===== src/rtl/anc_pkg.sv =====
// Shared scheduler types and default sizing for the ANC core.
// anc_top imports this package so that both sides agree on the tap count.
package anc_pkg;
  localparam int DEF_NTAPS = 16;
  localparam int DEF_DLY_W = 5;

  typedef enum logic [2:0] {
    S_IDLE,
    S_FIR,
    S_EMIT,
    S_WAIT,
    S_UPDATE,
    S_WLOAD
  } sched_state_t;
endpackage


===== src/rtl/anc_phase_cnt.sv =====
// Loadable down-counter that saturates at zero; done flags the zero count.
module anc_phase_cnt #(
  parameter int W = 4
) (
  input  logic         clk,
  input  logic         rst,
  input  logic         load,
  input  logic [W-1:0] load_val,
  input  logic         dec,
  output logic [W-1:0] cnt,
  output logic         done
);
  logic [W-1:0] cnt_q, cnt_d;

  always_comb begin
    cnt_d = cnt_q;
    if (load) begin
      cnt_d = load_val;
    end else if (dec && (cnt_q != '0)) begin
      cnt_d = cnt_q - W'(1);
    end
  end

  always_ff @(posedge clk) begin
    if (rst) begin
      cnt_q <= '0;
    end else begin
      cnt_q <= cnt_d;
    end
  end

  assign cnt  = cnt_q;
  assign done = (cnt_q == '0);
endmodule


===== src/rtl/anc_frame_sched.sv =====
// Per-sample phase scheduler: FIR -> EMIT -> optional WAIT -> LMS update or weight load.
// All phase enables are decoded from the state register and the two phase counters.
module anc_frame_sched
  import anc_pkg::*;
#(
  parameter int NTAPS = DEF_NTAPS,
  parameter int TAP_W = $clog2(NTAPS),
  parameter int DLY_W = DEF_DLY_W
) (
  input  logic             clk,
  input  logic             rst,
  input  logic             init_done,
  input  logic             bypass_mode_sel,
  input  logic [DLY_W-1:0] prog_delay_sel,
  input  logic             in_valid,
  output logic             controller_ready,
  output logic             cap_en,
  input  logic             bypass_valid,
  output logic [TAP_W-1:0] tap_idx,
  output logic             mac_clr,
  output logic             fir_act,
  output logic             out_valid,
  output logic             lms_en,
  output logic             wload_en,
  output logic             busy
);
  localparam logic [TAP_W-1:0] TAP_LAST = TAP_W'(NTAPS - 1);

  sched_state_t     state_q, state_d;
  logic             mode_q, mode_d;
  logic             hs;
  logic             tap_load, tap_dec, tap_done;
  logic             dly_load, dly_dec, dly_done;
  logic [TAP_W-1:0] tap_cnt;
  logic [DLY_W-1:0] dly_cnt;

  // Tap counter runs NTAPS-1 down to 0; tap_idx is its complement.
  anc_phase_cnt #(.W(TAP_W)) u_tap_cnt (
    .clk      (clk),
    .rst      (rst),
    .load     (tap_load),
    .load_val (TAP_LAST),
    .dec      (tap_dec),
    .cnt      (tap_cnt),
    .done     (tap_done)
  );

  // Delay counter doubles as the frame-latched delay value.
  anc_phase_cnt #(.W(DLY_W)) u_dly_cnt (
    .clk      (clk),
    .rst      (rst),
    .load     (dly_load),
    .load_val (prog_delay_sel),
    .dec      (dly_dec),
    .cnt      (dly_cnt),
    .done     (dly_done)
  );

  always_ff @(posedge clk) begin
    if (rst) begin
      state_q <= S_IDLE;
      mode_q  <= 1'b0;
    end else begin
      state_q <= state_d;
      mode_q  <= mode_d;
    end
  end

  always_comb begin
    state_d  = state_q;
    mode_d   = mode_q;
    tap_load = 1'b0;
    tap_dec  = 1'b0;
    dly_load = 1'b0;
    dly_dec  = 1'b0;
    case (state_q)
      S_IDLE: begin
        if (hs) begin
          state_d  = S_FIR;
          mode_d   = bypass_mode_sel;
          tap_load = 1'b1;
          dly_load = 1'b1;
        end
      end
      S_FIR: begin
        tap_dec = 1'b1;
        if (tap_done) state_d = S_EMIT;
      end
      S_EMIT: begin
        if (!dly_done) begin
          state_d = S_WAIT;
        end else begin
          tap_load = 1'b1;
          state_d  = mode_q ? S_WLOAD : S_UPDATE;
        end
      end
      S_WAIT: begin
        dly_dec = 1'b1;
        if (dly_cnt == DLY_W'(1)) begin
          tap_load = 1'b1;
          state_d  = mode_q ? S_WLOAD : S_UPDATE;
        end
      end
      S_UPDATE: begin
        tap_dec = 1'b1;
        if (tap_done) state_d = S_IDLE;
      end
      S_WLOAD: begin
        if (bypass_valid) begin
          tap_dec = 1'b1;
          if (tap_done) state_d = S_IDLE;
        end
      end
      default: state_d = S_IDLE;
    endcase
  end

  always_comb begin
    controller_ready = (state_q == S_IDLE) && init_done;
    hs               = in_valid && controller_ready;
    cap_en           = hs;
    fir_act          = (state_q == S_FIR);
    mac_clr          = (state_q == S_FIR) && (tap_cnt == TAP_LAST);
    out_valid        = (state_q == S_EMIT);
    lms_en           = (state_q == S_UPDATE);
    wload_en         = (state_q == S_WLOAD) && bypass_valid;
    busy             = (state_q != S_IDLE);
    tap_idx          = '0;
    if ((state_q == S_FIR) || (state_q == S_UPDATE) || (state_q == S_WLOAD)) begin
      tap_idx = TAP_LAST - tap_cnt;
    end
  end
endmodule


===== config.mk =====
export PLATFORM = sky130hd
export DESIGN_NAME = anc_frame_sched
export DESIGN_NICKNAME = d
export VERILOG_FILES = /design/src/rtl/anc_pkg.sv /design/src/rtl/anc_phase_cnt.sv /design/src/rtl/anc_frame_sched.sv
export SDC_FILE = /design/constraint.sdc
export NUM_CORES = 1
export LEC_CHECK = 0
export ABC_AREA = 1
export BUFFER_PORTS_ARGS = -buffer_cell sky130_fd_sc_hd__buf_2
export CAP_MARGIN = 15
export CORE_ASPECT_RATIO = 1.25
export CORE_MARGIN = 5
export CORE_UTILIZATION = 30
export DETAILED_ROUTE_END_ITERATION = 16
export PLACE_DENSITY = 0.5
export SETUP_SLACK_MARGIN = 0.1
export SKIP_CTS_REPAIR_TIMING = 1
export SLEW_MARGIN = 10
export SYNTH_ARGS = -nofsm -noshare
export SYNTH_HDL_FRONTEND = slang
export SYNTH_SLANG_ARGS = --single-unit
export TNS_END_PERCENT = 50

===== constraint.sdc =====
create_clock -name clk -period 1.6 [get_ports clk]
set_input_delay 0.08 -clock clk [delete_from_list [all_inputs] [get_ports clk]]
set_output_delay 0.08 -clock clk [all_outputs]
set_load 0.02 [all_outputs]

; After elaboration in Yosys (flattened, before gate mapping)
; Index checks and enable logic that the tools add are counted.
[word_totals]
reg_bits = 13
inputBits = 11
out_inout_bits = 12
word_cells = 58
[classes]
n_addsub = 3
eq_ne = 11
mux = 21
reduce_logical = 19
[op_table]
columns = op, count
row1 = 2-to-1 mux 3 bit, 6
row2 = case mux 3 bit (6 select lines), 1
row3 = 2-to-1 mux 4 bit, 3
row4 = 2-to-1 mux 5 bit, 2
row5 = 2-to-1 mux 1 bit, 7
row6 = "== test 3 x 2 -> 1 bit, second input constant", 2
row7 = "== test 3 bit, second input constant", 2
row8 = logical AND 1 bit, 6
row9 = "!= test 2 bit, second input constant", 3
row10 = "== test 5 x 1 -> 1 bit, second input constant", 1
row11 = zero test 5 bit, 1
row12 = nonzero test 5 bit, 1
row13 = "subtractor 5 x 1 -> 5 bit, second input constant", 1
row14 = "== test 4 bit, second input constant", 1
row15 = zero test 4 bit, 1
row16 = AND reduction 4 bit, 1
row17 = nonzero test 2 bit, 2
row18 = nonzero test 4 bit, 1
row19 = "subtractor 4 x 1 -> 4 bit, second input constant", 1
row20 = "subtractor 4 bit, first input constant", 1
row21 = "== test 3 x 1 -> 1 bit, second input constant", 1
row22 = zero test 3 bit, 1
row23 = case mux 1 bit (3 select lines), 1
row24 = nonzero test 3 bit, 1
row25 = other kinds (5), 6

; Depth between registers and ports, before layout
; Gate-level depths: netlist of run 1.
[logic_depth]
depth_word = 6
mapped_depth = 11

; Hierarchy
; A second synthesis of run 1 with hierarchy kept.
[unflattened]
cells_unflattened = 177
area_unflattened_um2 = 1049.8
[modules_own_cells]
columns = mod, n_inst, cells_each, area_per_inst_um2
row1 = anc_frame_sched, 1, 78, 427.9
row2 = anc_phase_cnt at u_dly_cnt, 1, 58, 347.8
row3 = anc_phase_cnt at u_tap_cnt, 1, 41, 274.0

; Least setup slack after synthesis of run 1
; OpenSTA, ideal clock, no wires.
[synth_timing]
path_type = reg-to-reg
startpoint = reg u_dly_cnt.cnt_q[1] (netlist: u_dly_cnt.cnt[1])
endpoint = reg state_q[2]
t_arrival_ps = 1141
t_required_ps = 1468
setup_slack_ps = 327
stages_incl_launch_ff = 12
period_less_slack_ps = 1273
path_cell_list = dfxtp_1 > inv_1 > ha_1 > inv_1 > nor2_1 > nand2_1 > nand2_1 > nand2_1 > nor2_1 > nand2_1 > nand2_1 > a21oi_1
[synth_via]
elab_chain_cells = 3
word_cells_on_any_way = 6
[synth_lines]
columns = item, line_no
row1 = "start, declared", anc_phase_cnt.sv:13  ; logic [W-1:0] cnt_q, cnt_d;
row2 = "start signal, assigned", anc_phase_cnt.sv:28  ; cnt_q <= cnt_d;
row3 = == test 5 x 1 -> 1 bit / zero test 5 bit (equally long branches), "anc_frame_sched.sv:99, anc_phase_cnt.sv:33"
row4 = != test 2 bit (no source line) / 2-to-1 mux 3 bit (equally long branches), n/a
row5 = AND reduction 4 bit (no source line) / case mux 3 bit (6 select lines) (equally long branches), n/a
row6 = "end signal, assigned", anc_frame_sched.sv:64  ; state_q <= state_d;
row7 = "end, declared", anc_frame_sched.sv:29  ; sched_state_t state_q, state_d;
; Several ways; a longest one is shown, not always the timed one.
; A chain may end at the register's enable or synchronous reset.

; Final worst setup path of run 1
[layout_timing]
startpoint = reg u_dly_cnt.cnt_q[1] (netlist: u_dly_cnt.cnt[1])
endpoint = reg state_q[0]
; The elaborated chain is that of the path after synthesis.

==> reports/summary.md, run 1 <==
Counting buffers and inverters, the worst setup path is 11 cells deep. Leaving out fill and tap cells, the most frequent cell in the layout is nand2_1. The total count of hold-check failures in the final report came out at 0. The post-synthesis cell type with the largest combined area is dfxtp_1.

A synthesized cell averages 6.77 µm². Synthesis instantiated 26 different standard cells from the library. For the die outline area, the log shows 4360 µm². The clock drives 13 sinks.

The post-synthesis instance area was 941 µm². Of the post-synthesis cell area, the part taken by muxes is 0%. After Yosys synthesis, full adders, half adders and majority gates account for 5.32% of the synthesized area. The time the worst path needs with I/O delays and setup is 1370 ps. TritonCTS created 3 clock buffers. The number of levels in the clock H-tree was 1. The top cell types in the final layout, fill and taps aside, are nand2_1, buf_2, inv_1, nand3_1, dfxtp_1. The count of buffers added on input and output ports is 22.

Summing the areas of all and, or, nand and nor instances in the mapped netlist gives 41.2% of the synthesized area. The first TritonRoute pass finished after 4 iterations. The height of the chip is 72.6 µm, and the count of vias placed by the detailed router is 951. Global routing finished with a remaining overflow of 0. The share of the synthesized area in the top cell type was 27.7%; the worst path setup slack after routing was 233 ps. Setup repair after global routing left no endpoint under its margin. The tools report the worst supply voltage drop on vdd as 0.000654 V. Yosys attributes the largest share of cell area to dfxtp_1, nand2_1, inv_1. The routed wire length per instance was 11.0 µm; the gate count after technology mapping was 139. The sequential cell area fraction in the yosys report is 27.7%, and the power density normalized to cell area is 1510 nW/µm². The dominant combinational cell family by area after synthesis was simple AND/OR/NAND/NOR gates. The slew at the pin closest to its max-slew limit was 257 ps. The logs give 843 for the via count of the first global-routing pass and 2 for the maximum clock path buffer count. The diode insertion count for antenna repair was 0. For the worst-skew pair, the clock arrives at the later sink with an insertion delay of 270 ps. After the first detailed-routing iteration, the DRC count stood at 35. The first global-routing pass estimated 3560 µm of wire. The row count came out at 22. The post-synth net total was 154; the proportion of layout cells with a drive suffix above 1 was 29.9%. The largest single stage delay on the critical path is 330 ps. Prior to clock tree synthesis, the placed netlist has a worst setup slack of 155 ps. Summed over all nets, the half-perimeter wirelength after detailed placement is 1680 µm. Grouping stages by cell kind, the critical path spends the most delay in simple AND/OR/NAND/NOR gates. Entering global routing, the biggest net connects 16 pins.

The area of the placeable core is 2970 µm², and the maximum operating frequency is 731 MHz. Of all nets on the critical path, the largest fanout is 3. Setup violations remaining at the end of the flow were counted as 0. The post-layout net count is 183, and the post-route DRC violation count is 0. For the final max-slew violation count, the log shows 0. The class of the worst hold path is primary input to flop. Cell count of the worst hold path: 3.

The post-CTS clock slew at the launch and capture registers of the worst setup and hold paths is 80 ps, and the initial antenna violation count is 0. The cell sitting at the root of the clock tree is a clkbuf_4. Together, buffers and inverters on the worst path number 2. On the final layout, the worst clock skew is 0.732 ps. The synthesized netlist devotes 11.7% of its cell area to compound gates. The flow ran to the end, and the final reports show no timing, DRC or antenna violations.

For the relative slew slack, the log shows 82.9%. Global routing consumed, over all layers together, 10.7% of the routing resources. Walking the worst path, the cells encountered are inv_1 -> ha_1 -> inv_1 -> nor2_2 -> nand2_1 -> nand2_1 -> nand2_1 -> nor2_2 -> nand2_1 -> nand2_1 -> a21oi_1. The data required time at the worst endpoint is 1770 ps.

The tools report the starting density of the core as 31.6%. Synthesis inferred 13 register bits. The ratio of final minimum period to clock period works out to 85.5%. The worst setup path is of the flop to flop kind. The data arrival time of the critical path was 1530 ps.

The detail route stage leaves a number of antenna-violating nets equal to 0. Across the run, the number of max-cap violations was 0. Final weighted congestion in routability-driven placement: 0.798. Measured along the x axis, the die boundary spans 60.1 µm. Dividing the detail-routed via count by the number of cells gives 4.68. Wires add up to 2240 µm. By instance count, the cell type seen most on the critical path is nand2_1.

The slowest stage cell on the critical path was dfxtp_1. The count of synthesis-stage warnings from yosys was 0; the leakage power total was 0.597 nW. Compared with the post-synthesis result, the final layout area differs by 23.1%.

Hold is met by 46.8 ps. In this run the count of I/O pins placed on the die edge is 23. The worst setup path is launched from a flop. The xor and xnor area share after synthesis came out at 3.72%. The setup total negative slack was 0 ps.

TritonCTS built the clock tree. Measured in cells, the most critical reg-to-reg path has a length of 11. Number of filler cells placed in the layout: 340. The tools report the sort of element at the end of the critical path as a flop.
==> cells by family after synthesis <==
family                     after synthesis
xor gates and xnor gates                 4
and+or+nand+nor                         74
AOI/OAI and AO/OA                       20
adders and majority gates                4
buffers and inverters                   24
DFF                                     13
==> worst paths after layout <==
kind	startpoint	endpoint	slack (ps)
setup / recovery	u_dly_cnt.cnt[1]	state_q[0]	230
hold / removal	bypass_mode_sel	mode_q	50
setup reg to reg	u_dly_cnt.cnt[1]	state_q[0]	230
hold reg to reg	mode_q	mode_q	480
==> synthesized netlist by cell type <==
cell type / n
nor2_4: 3
inv_2: 1
ha_1: 4
nand2_1: 30
nor2_1: 12
inv_1: 20
nand3_2: 2
nor2_2: 1
a21oi_1: 10
a31oi_1: 2
nand4_1: 5
nand3_4: 1
buf_1: 1
nor3_1: 1
nand3b_1: 1
o21ai_2: 1
nand3_1: 15
nand2_2: 2
o21ai_0: 4
buf_4: 2
o21ai_1: 2
a21oi_2: 1
nand4_4: 1
xnor2_1: 1
dfxtp_1: 13
xor2_1: 3
==> through the flow <==
stage          std cells  utilization, %  instance area, µm²  power (mW)
3_5_place_dp         194            36.2                1080        1.49
6_report             203            39.0                1160        1.75
2_1_floorplan        139               -                 941        1.28
5_1_grt              203            39.0                1160        1.93
3_3_place_gp         194            36.2                1080        1.48
4_1_cts              198            37.1                1100        1.71
==> worst min-delay path, stage by stage <==
cell     delay [ps]
buf_2            90
nand2_1          60
a21oi_1          50
==> layout make-up <==
class	count	area, µm²	area share (%)
clock buffers	4	26.3	2.27
inverters	21	78.8	6.80
multi-input cells	102	598	51.6
flip-flops and latches	13	263	22.7
well taps	36	45.0	3.89
repair buffers	27	148	12.7
==> where the power goes <==
part | internal (mW) | switching, mW
registers | 0.413 | 0.137
logic | 0.386 | 0.599
clock network | 0.0966 | 0.114
total | 0.896 | 0.850
==> sequential cells by signal (all words and copies together) (netlist names) <==
register / cells
u_dly_cnt.cnt: 5
mode_q: 1
u_tap_cnt.cnt: 4
state_q: 3
==> routing by layer <==
metal | global-route usage [%] | share of wire (%) | vias up
li1 | - | - | 507
met2 | 16.8 | 45 | 25
met4 | 6.90 | 2.6 | 0
met1 | 13.2 | 47 | 413
met5 | 0 | 0 | -
met3 | 1.59 | 4.9 | 6
(Power assumes the default switching activity.)
==> run 2, diff against run 1 <==
--- a/config.mk
+++ b/config.mk
@@ -9,10 +9,9 @@
 export BUFFER_PORTS_ARGS = -buffer_cell sky130_fd_sc_hd__buf_2
 export CAP_MARGIN = 15
 export CORE_ASPECT_RATIO = 1.25
-export CORE_MARGIN = 5
-export CORE_UTILIZATION = 30
+export CORE_UTILIZATION = 52
 export DETAILED_ROUTE_END_ITERATION = 16
-export PLACE_DENSITY = 0.5
+export PLACE_DENSITY = 0.78
 export SETUP_SLACK_MARGIN = 0.1
 export SKIP_CTS_REPAIR_TIMING = 1
 export SLEW_MARGIN = 10
==> run 2 against run 1 <==
Routed wire length shrank 8.6%. Largest cell class unchanged. Register-to-register slack is essentially flat. Clock power is essentially flat. Count of clock-buffer cells in the layout is the same. Final cell count shrank 9.9%. Critical path type unchanged. Sequential cell count is the same.
==> reports/summary.md, run 2 (synthesis gave the netlist of run 1 again) <==
The flow ran to the end, and the final reports show no timing, DRC or antenna violations. Between clock sinks in the finished design, the worst skew comes to 3.41 ps. Broken down by cell family, the worst path's largest delay share belongs to simple AND/OR/NAND/NOR gates.

In this run the most critical hold path is launched from bypass_mode_sel. Setup violations remaining at the end of the flow were counted as 0. In the layout the commonest cells are nand2_1, buf_2, inv_1, nand3_1, dfxtp_1.

For this block, the initial DRC count from the detailed router was 13. The count of buffers added on input and output ports is 22. The run gives 1580 µm as the final HPWL from detailed placement. The height of the chip is 49.6 µm.

In this run the remaining antenna-violating nets after routing total 0. Setup total negative slack on the finished layout was measured at 0 ps. For the worst setup path, the data required time is 1770 ps. Cell chosen for the clock root: clkbuf_4. The nature of the critical path startpoint was a flop.

In this run, the clock network consumes 12.1% of the power. Counting I/O delays and the setup requirement, the final critical path takes 1360 ps. For hold timing, the worst endpoint is mode_q. The proportion of layout cells with a drive suffix above 1 came out at 29.1%.

The worst stage delay on the critical path was 330 ps. The layout-stage area growth over the synthesis result is 20.5%, and the post-layout net count is 181. The total net switching power was 855 µW. Global routing used 24.0% of the available tracks. The total count of hold-check failures in the final report was 0.

For the worst-skew pair, the clock arrives at the later sink with an insertion delay of 290 ps. The final layout contains routed wiring with a total length of 2050 µm. The tools report the endpoint of the worst-slack reg-to-reg timing path as state_q[2]. 0 antenna diodes ended up in the layout.

The tools report the number of levels in the clock H-tree as 1. The routed via count divided by cell count is 5.40, and the pin count of the biggest net entering global routing is 16. Measured against its own limit, the worst slew margin works out to 82.9%.

For this design, the sink count on the clock tree is 13. STA puts the critical path data arrival time at 1540 ps. For the total congestion overflow, the log shows 0. The run gives 58.0% as the starting density of the core. Setup repair after global routing left no endpoint under its margin. The die covers 1980 µm². The count of vias placed by the detailed router was 988. The tool flagged a number of max-cap violations equal to 0. At the end of routability-driven placement, the weighted congestion stood at 0.799. The post-CTS clock slew at the launch and capture registers of the worst setup and hold paths is 80 ps. For the worst slack at placement, the log shows 159 ps.

By startpoint and endpoint, the worst setup path is classified as flop to flop. Walking the worst path, the cells encountered are inv_1 -> ha_1 -> inv_1 -> nor2_2 -> nand2_1 -> nand2_1 -> nand2_1 -> nor2_2 -> nand2_1 -> nand2_1 -> a21oi_1. Beginning of the worst register-to-register path: u_dly_cnt.cnt[1]. The worst path meets setup with 238 ps of slack. Internal power comes to 899 µW.

For the worst flop-to-flop path, the logic depth is 11. The cell count of the worst hold path was 3. Class of the worst hold path: primary input to flop. The register-to-register setup slack came out at 240 ps. STA classifies the critical path endpoint as a flop.

Along the worst path, the maximum fanout reaches 3. The clock buffer count from CTS was 3. Buffers plus inverters on the worst setup path: 2. In this design, the critical path's most frequently occurring cell is nand2_1. In the final routed layout, each cell accounts on average for 11.2 µm. For the part of the power in registers, the log shows 31.2%. TritonCTS built the clock tree. The ratio of final minimum period to clock period came out at 85.2%. Dividing total power by cell area gives a power density of 1550 nW/µm². The final max-slew violation count is 0, and the first-pass iteration count of the detailed router is 4. The clock passes through at most 2 buffers.

The leakage power total is 0.594 nW. Pin placement for this block handled 23 I/O pins. The most frequent standard cell in the layout excluding fill and tap cells was nand2_1. The run gives 176 as the number of instances in the placed design. The slowest stage cell on the critical path is dfxtp_1. The first global-routing pass estimated 3420 µm of wire.

For the row count, the log shows 16. The initial antenna violation count is 0. The area of the placeable core was 1620 µm²; the flip-flop count of the largest register, all copies and words added was 5.

The finished layout holds 183 standard cells, fillers aside. The maximum operating frequency is 734 MHz. At the pin with the least slew margin, the transition time is 257 ps. The number of filler cells placed in the layout was 142. The run gives 865 as the via count of the first global-routing pass. The width of the die is 40.0 µm.

The logs give 0 for the post-route DRC violation count and 56.7% for the portion of total power attributed to combinational logic. Of the total power, the share spent switching nets is 48.8%. VDD sags by at most 0.000733 V.
-- run 2: cell count changes in the layout (fill, tap and decap cells not counted), sizes merged --
cell  change
buf       -2
-- run 2: area by class of cell --
type	instances	area, µm²	share of cell area (%)
multi-input combinational	102	598	52.8
inverter	21	78.8	6.95
timing repair buffer	25	145	12.8
sequential	13	263	23.2
clock buffer	4	26.3	2.32
tap	18	22.5	1.99
-- run 2: worst register-to-register path: stages (launching register included) --
cell and delay [ps]:
dfxtp_1 330, inv_1 80, ha_1 140, inv_1 50
nor2_2 110, nand2_1 70, nand2_1 80, nand2_1 60
nor2_2 120, nand2_1 90, nand2_1 60, a21oi_1 60
-- run 2: per-layer routing --
metal | GRT usage [%] | wire, µm | part of all wire (%)
met2 | 41.1 | 1050 | 51
met1 | 28.9 | 865 | 42
met3 | 2.70 | 102 | 5.0
met5 | 0 | 0 | 0
met4 | 8.62 | 35 | 1.7
-- run 2: power groups by stage --
stage                     clock (mW)  sequential, mW  combinational [mW]
after global placement             0           0.546               0.909
after floorplan                    0           0.500               0.777
after global routing           0.237           0.560                1.12
after detailed placement           0           0.548               0.938
final                          0.212           0.547               0.995
after CTS                      0.212           0.542               0.942
-- run 2: how the worst max path moves through the flow --
stage | startpoint | to | slack, ps | cells after the start
6_report | u_dly_cnt.cnt[1] | state_q[2] | 240 | 11
5_1_grt | u_dly_cnt.cnt[0] | u_dly_cnt.cnt[2] | 100 | 7
3_5_place_dp | u_dly_cnt.cnt[0] | u_dly_cnt.cnt[2] | 160 | 7
4_1_cts | state_q[0] | cap_en | 40 | 4
3_3_place_gp | u_dly_cnt.cnt[0] | u_dly_cnt.cnt[2] | 210 | 7
2_1_floorplan | u_dly_cnt.cnt[1] | state_q[2] | 330 | 11
-- run 2: through the flow --
| stage | total power [mW] | util (%) | hold slack (ps) | instance area, µm² |
|---|---|---|---|---|
| finish | 1.75 | 69.9 | 33.4 | 1130 |
| global route | 1.91 | 69.9 | 34.4 | 1130 |
| CTS | 1.70 | 66.7 | 42.3 | 1080 |
| global placement | 1.45 | 65.0 | 332 | 1050 |
| floorplan | 1.28 | - | 225 | 941 |
| detailed placement | 1.49 | 65.0 | 342 | 1050 |
